--- config.mk ---
export PLATFORM = sky130hd
export DESIGN_NAME = input_shifter
export DESIGN_NICKNAME = d
export VERILOG_FILES = /design/src/rtl/input_shifter.sv
export SDC_FILE = /design/constraint.sdc
export NUM_CORES = 1
export LEC_CHECK = 0
export CAP_MARGIN = 0
export CORE_MARGIN = 4
export CORE_UTILIZATION = 49
export CTS_BUF_LIST = sky130_fd_sc_hd__clkbuf_2
export DETAILED_ROUTE_END_ITERATION = 10
export PLACE_DENSITY_LB_ADDON = 0.25
export SETUP_SLACK_MARGIN = 0.3
export SLEW_MARGIN = 25
export SYNTH_ARGS = -nofsm -noshare
export SYNTH_HDL_FRONTEND = slang
export SYNTH_SLANG_ARGS = --single-unit
--- constraint.sdc ---
create_clock -name clk -period 1.3 [get_ports clk]
set_input_delay 0.26 -clock clk [delete_from_list [all_inputs] [get_ports clk]]
set_output_delay 0.26 -clock clk [all_outputs]
set_load 0.03 [all_outputs]
--- src/rtl/input_shifter.sv ---
// -----------------------------------------------------------------------------
// input_shifter
//
// Write-data conditioning stage for the configurable-width SRAM macro.
// The low 2^conf bits of the incoming word are tiled LSB-aligned across the
// full 32-bit array write bus, so every column group sees the same narrow
// word and the column mux alone decides which group is written. One
// registered pipeline stage sits between the replication logic and the
// bitline write drivers.
//
// Ports
//   clk        in   1   system clock, rising edge only
//   rst_n      in   1   asynchronous active-low reset
//   D          in  32   raw write data; only the low 2^conf bits matter
//   conf       in   3   word width select: W = 2^conf for 0..5;
//                       6 and 7 behave as 5 (full-width pass-through)
//   in_valid   in   1   capture D/conf on this rising edge
//   din        out 32   replicated write data, registered
//   out_valid  out  1   din holds a word captured on the last edge
// -----------------------------------------------------------------------------
module input_shifter (
    input  logic        clk,
    input  logic        rst_n,
    input  logic [31:0] D,
    input  logic [2:0]  conf,
    input  logic        in_valid,
    output logic [31:0] din,
    output logic        out_valid
);

    logic [31:0] w_rep;
    logic [31:0] r_din;
    logic        r_valid;

    // Replication network. Each case picks only the low W bits of D, so the
    // bits above W-1 never reach the register.
    always_comb begin
        // NOTE: default assigned first so no path leaves w_rep unassigned,
        // which would otherwise infer a latch.
        w_rep = D;
        unique case (conf)
            3'd0:    w_rep = {32{D[0]}};
            3'd1:    w_rep = {16{D[1:0]}};
            3'd2:    w_rep = {8{D[3:0]}};
            3'd3:    w_rep = {4{D[7:0]}};
            3'd4:    w_rep = {2{D[15:0]}};
            default: w_rep = D;          // 5, and reserved codes 6/7
        endcase
    end

    // Pipeline register. Data loads only on a valid input and otherwise holds;
    // the valid flag is a plain registered copy of in_valid.
    always_ff @(posedge clk or negedge rst_n) begin
        if (!rst_n) begin
            // NOTE: the data register is reset too, because the bus must read
            // zero immediately on reset and until the first new capture.
            r_din   <= 32'h0000_0000;
            r_valid <= 1'b0;
        end else begin
            // NOTE: non-blocking assignments for all sequential state.
            r_valid <= in_valid;
            if (in_valid) begin
                r_din <= w_rep;
            end
        end
    end

    assign din       = r_din;
    assign out_valid = r_valid;

endmodule

==> results.json, run 1 <==
{
  "synth.area.top_cells": "dfrtp_1 (45%), a31oi_1 (5.1%), nor2_1 (5.1%)",
  "haltStage": "global routing",
  "syn_avg_cell_area_um2": 8.97,
  "tool.error": "[ERROR DPL-0038] Utilization greater than 100%, impossible to legalize",
  "h-tree-depth": 2,
  "netlist_top_cells_count": "dfrtp_1 (33), nor2_1 (25), nand2_1 (20)",
  "worst_endpoint": "din[17]",
  "endpoint_type": "output port",
  "grt_max_degree": 34,
  "ys.flop_type": "dfrtp_1",
  "yosysUniqueCellTypes": 37,
  "synth_edf_count": 0,
  "dieHeight_um": 69.1,
  "outcome": "did not finish",
  "ys_seq_elements": 33,
  "dp_hpwl_um": 4000,
  "synth_top_area_share_pct": 45.1,
  "cts_hold_buf": 0,
  "antenna_found_initial": 2,
  "yosysMostFrequentCell": "dfrtp_1",
  "post_dp_cell_area_mm2": 0.00286,
  "synth_top_cell_by_area": "dfrtp_1",
  "cts_made_buffers": 5,
  "ios": 71,
  "cts.sinks": 33,
  "syn_area_mm2": 0.00183,
  "dieWidth_um": 69.1,
  "root_buffer": "clkbuf_2",
  "async_flop_share_pct": 100,
  "initial_utilization_pct": 52.7,
  "ys_warn_count": 0,
  "clockBufferDepth": 2,
  "gp_congestion": 0.830,
  "synthCells": 204,
  "rows": 21,
  "synth-seq-area-share_pct": 45.1,
  "synth_nets": 242,
  "port_buffers": 70
}
==> repair_timing <==
item                                    in CTS
resized for setup                          191
pin swaps                                   15
setup buffers                               24
hold endpoints to repair                     0
cloned                                       2
endpoints found under the setup margin      64
==> cell families after synthesis <==
family                 count (synthesis)  share of synthesized area (%)
AND/OR/NAND/NOR                       60                           14.2
buffers and inverters                 30                           8.28
multiplexers                          15                           9.03
AO/OA/AOI/OAI                         66                           23.4
flip-flops                            33                           45.1
==> per-stage QoR <==
| stage | setup slack, ps | cells | hold slack [ps] | utilization, % | setup TNS (ps) |
|---|---|---|---|---|---|
| after floorplan | 6.80 | 204 | -35.6 | - | 0 |
| after global placement | -467 | 342 | 484 | 82.4 | -11860 |
| after detailed placement | -523 | 342 | 489 | 82.4 | -12720 |
| after CTS | 47.1 | 375 | 229 | 93.9 | 0 |
==> inputs of run 2 (changes only) <==
Settings changed: CORE_UTILIZATION 49 to 40, CTS_BUF_LIST sky130_fd_sc_hd__clkbuf_2 to not set, PLACE_DENSITY_LB_ADDON 0.25 to 0.15, SETUP_SLACK_MARGIN 0.3 to not set.
==> results.json, run 2 <==
{
  "hold_viol": 0,
  "crit_fanout": 2,
  "synth_nets": 242,
  "synthAdderAreaFrac_pct": 0,
  "grt_max_degree": 34,
  "power_density_mw_per_mm2": 1060,
  "initial_utilization_pct": 41.7,
  "clk_pin_slew_ps": 60,
  "synth_mux_area_share_pct": 9.03,
  "track_usage_pct": 18.7,
  "synth_top_family_by_area": "compound AO/OA/AOI/OAI gates",
  "period_share_pct": 97.5,
  "max_slew_margin_pct": 74.9,
  "crit_chain": "clkdlybuf4s15_1",
  "outcome": "finished clean",
  "power.leakage_nw": 1.31,
  "critPathArrivalTime_ps": 1010,
  "yosys.area_share.simple_pct": 14.2,
  "p_int_mw": 2.03,
  "drt_iter0_drc": 87,
  "areaGrowthSynthToFinish_pct": 56.0,
  "postRouteAntennaNets": 0,
  "r2r_slack_ps": 530,
  "cts.sinks": 33,
  "crit_family": "flip-flops",
  "drtPass1Iterations": 4,
  "tightest_slew_ps": 375,
  "irDropWorstVdd_mv": 0.518,
  "dieHeight_um": 75.6,
  "crit_slowest_cell": "dfrtp_1",
  "cts_tree": "done",
  "clk_latency_ps": 280,
  "via_per_inst": 5.23,
  "rows": 24,
  "min_period_ps": 1270,
  "root_buffer": "clkbuf_8",
  "antennaDiodeCount": 0,
  "synth_compound_area_share_pct": 23.4,
  "gr-total-overflow": 0,
  "dieWidth_um": 75.6,
  "cap_violations": 0,
  "finalWirelength_um": 5120,
  "ys_warn_count": 0,
  "async_flop_share_pct": 100,
  "synth_edf_count": 0,
  "min-delay-path-class": "in -> reg",
  "yosysMostFrequentCell": "dfrtp_1",
  "grt_pass1_wl_um": 7940,
  "pwr-share-seq_pct": 40.1,
  "gp_congestion": 0.834,
  "avgRoutedWirePerCell_um": 14.5,
  "drive_gt1_share_pct": 29.9,
  "syn_avg_cell_area_um2": 8.97,
  "critPathCaptureType": "output port",
  "setup_viol": 0,
  "fin_worst_skew_ps": 0,
  "post_dp_cell_area_mm2": 0.00277,
  "slew_viol_final": 0,
  "final_common_cell": "buf_4",
  "rsz0062_at_grt": "false",
  "port_buffers": 70,
  "max_stage_delay_ps": 380,
  "final_cell_mix": "buf_4 (50), dfrtp_1 (33), clkdlybuf4s50_1 (30)",
  "crit_type": "reg -> out",
  "fin_nets": 339,
  "netlist_top_cells_count": "dfrtp_1 (33), nor2_1 (25), nand2_1 (20)",
  "swShare_pct": 33.0,
  "comb_power_share_pct": 34.5,
  "synth-seq-area-share_pct": 45.1,
  "cp.required_ps": 1040,
  "core_area_mm2": 0.00438,
  "cts_setup_buffers": 0,
  "syn_area_mm2": 0.00183,
  "whs_ps": 229,
  "synth.area.top_cells": "dfrtp_1 (45%), a31oi_1 (5.1%), nor2_1 (5.1%)",
  "critical_path_buf_inv_count": 1,
  "p_clk_share_pct": 25.4,
  "antenna_found_initial": 0,
  "ios": 71,
  "die-area_mm2": 0.00572,
  "vias": 1845,
  "ys_seq_elements": 33,
  "clockBufferDepth": 2,
  "ys.flop_type": "dfrtp_1",
  "drc": 0,
  "largest_reg_flops": 32,
  "power_switching_mw": 0.999,
  "h-tree-depth": 2,
  "final_area_mm2": 0.00285,
  "synthCells": 204,
  "cts_made_buffers": 5,
  "fillCellCount": 399,
  "synth_top_area_share_pct": 45.1,
  "synth-xor-area-share_pct": 0,
  "grt_pass1_vias": 1656,
  "yosysUniqueCellTypes": 37,
  "synth_top_cell_by_area": "dfrtp_1",
  "dp_hpwl_um": 3910,
  "start_kind": "flip-flop",
  "clock.fmax_ghz": 0.789
}
run 2: layout make-up:
class	instances	area (um^2)	area share, %
clock buffers	7	86.3	3.02
inverters	13	48.8	1.71
multi-input cells	141	895	31.3
flip-flops and latches	33	826	28.9
well taps	52	65.1	2.28
repair buffers	107	933	32.7
run 2: worst paths after layout:
kind,endpoint,cells after the start,from
setup / recovery,din[15],1,din[15]$_DFFE_PN0P_
hold / removal,out_valid$_DFF_PN0_,1,in_valid
setup reg to reg,din[17]$_DFFE_PN0P_,1,din[17]$_DFFE_PN0P_
hold reg to reg,din[18]$_DFFE_PN0P_,1,din[18]$_DFFE_PN0P_
max in group asynchronous,din[16]$_DFFE_PN0P_,2,rst_n
min in group asynchronous,din[15]$_DFFE_PN0P_,2,rst_n
run 2: power groups by stage:
| stage | clock network (mW) | registers (mW) | logic (mW) |
|---|---|---|---|
| floorplan | 0 | 1.47 | 0.308 |
| global route | 0.839 | 1.23 | 1.13 |
| detailed placement | 0 | 1.23 | 1.08 |
| global placement | 0 | 1.23 | 1.07 |
| CTS | 0.801 | 1.21 | 1.04 |
| finish | 0.769 | 1.22 | 1.04 |
run 2: cells by family (layout without fill, tap and decap cells):
family                 count (synthesis)  count (layout)
buffers and inverters                 30             127
DFF                                   33              33
and+or+nand+nor                       60              60
muxes                                 15              15
AOI/OAI and AO/OA                     66              66
run 2: through the flow:
stage	setup WS (ps)	util, %	TNS [ps]	instances	total power [mW]
final	32.8	65.1	0	353	3.03
after CTS	0.373	64.9	0	353	3.06
after detailed placement	-535	63.2	-13830	346	2.31
after floorplan	5.14	-	0	204	1.78
after global placement	-484	63.2	-13240	346	2.30
after global routing	1.53	65.1	0	353	3.19
run 2: routing by layer:
metal  track usage (%)  part of all wire, %
met4              5.83                  1.1
met3              4.75                  6.8
met1              26.1                   47
met5                 0                    0
met2              28.7                   45
run 2: what timing repair did:
action,in CTS,in global routing
endpoints found under the setup margin,47,31
hold buffers,0,0
resized for setup,29,34
pin swaps,1,2
Note: power is estimated with default switching activity, not from simulation.
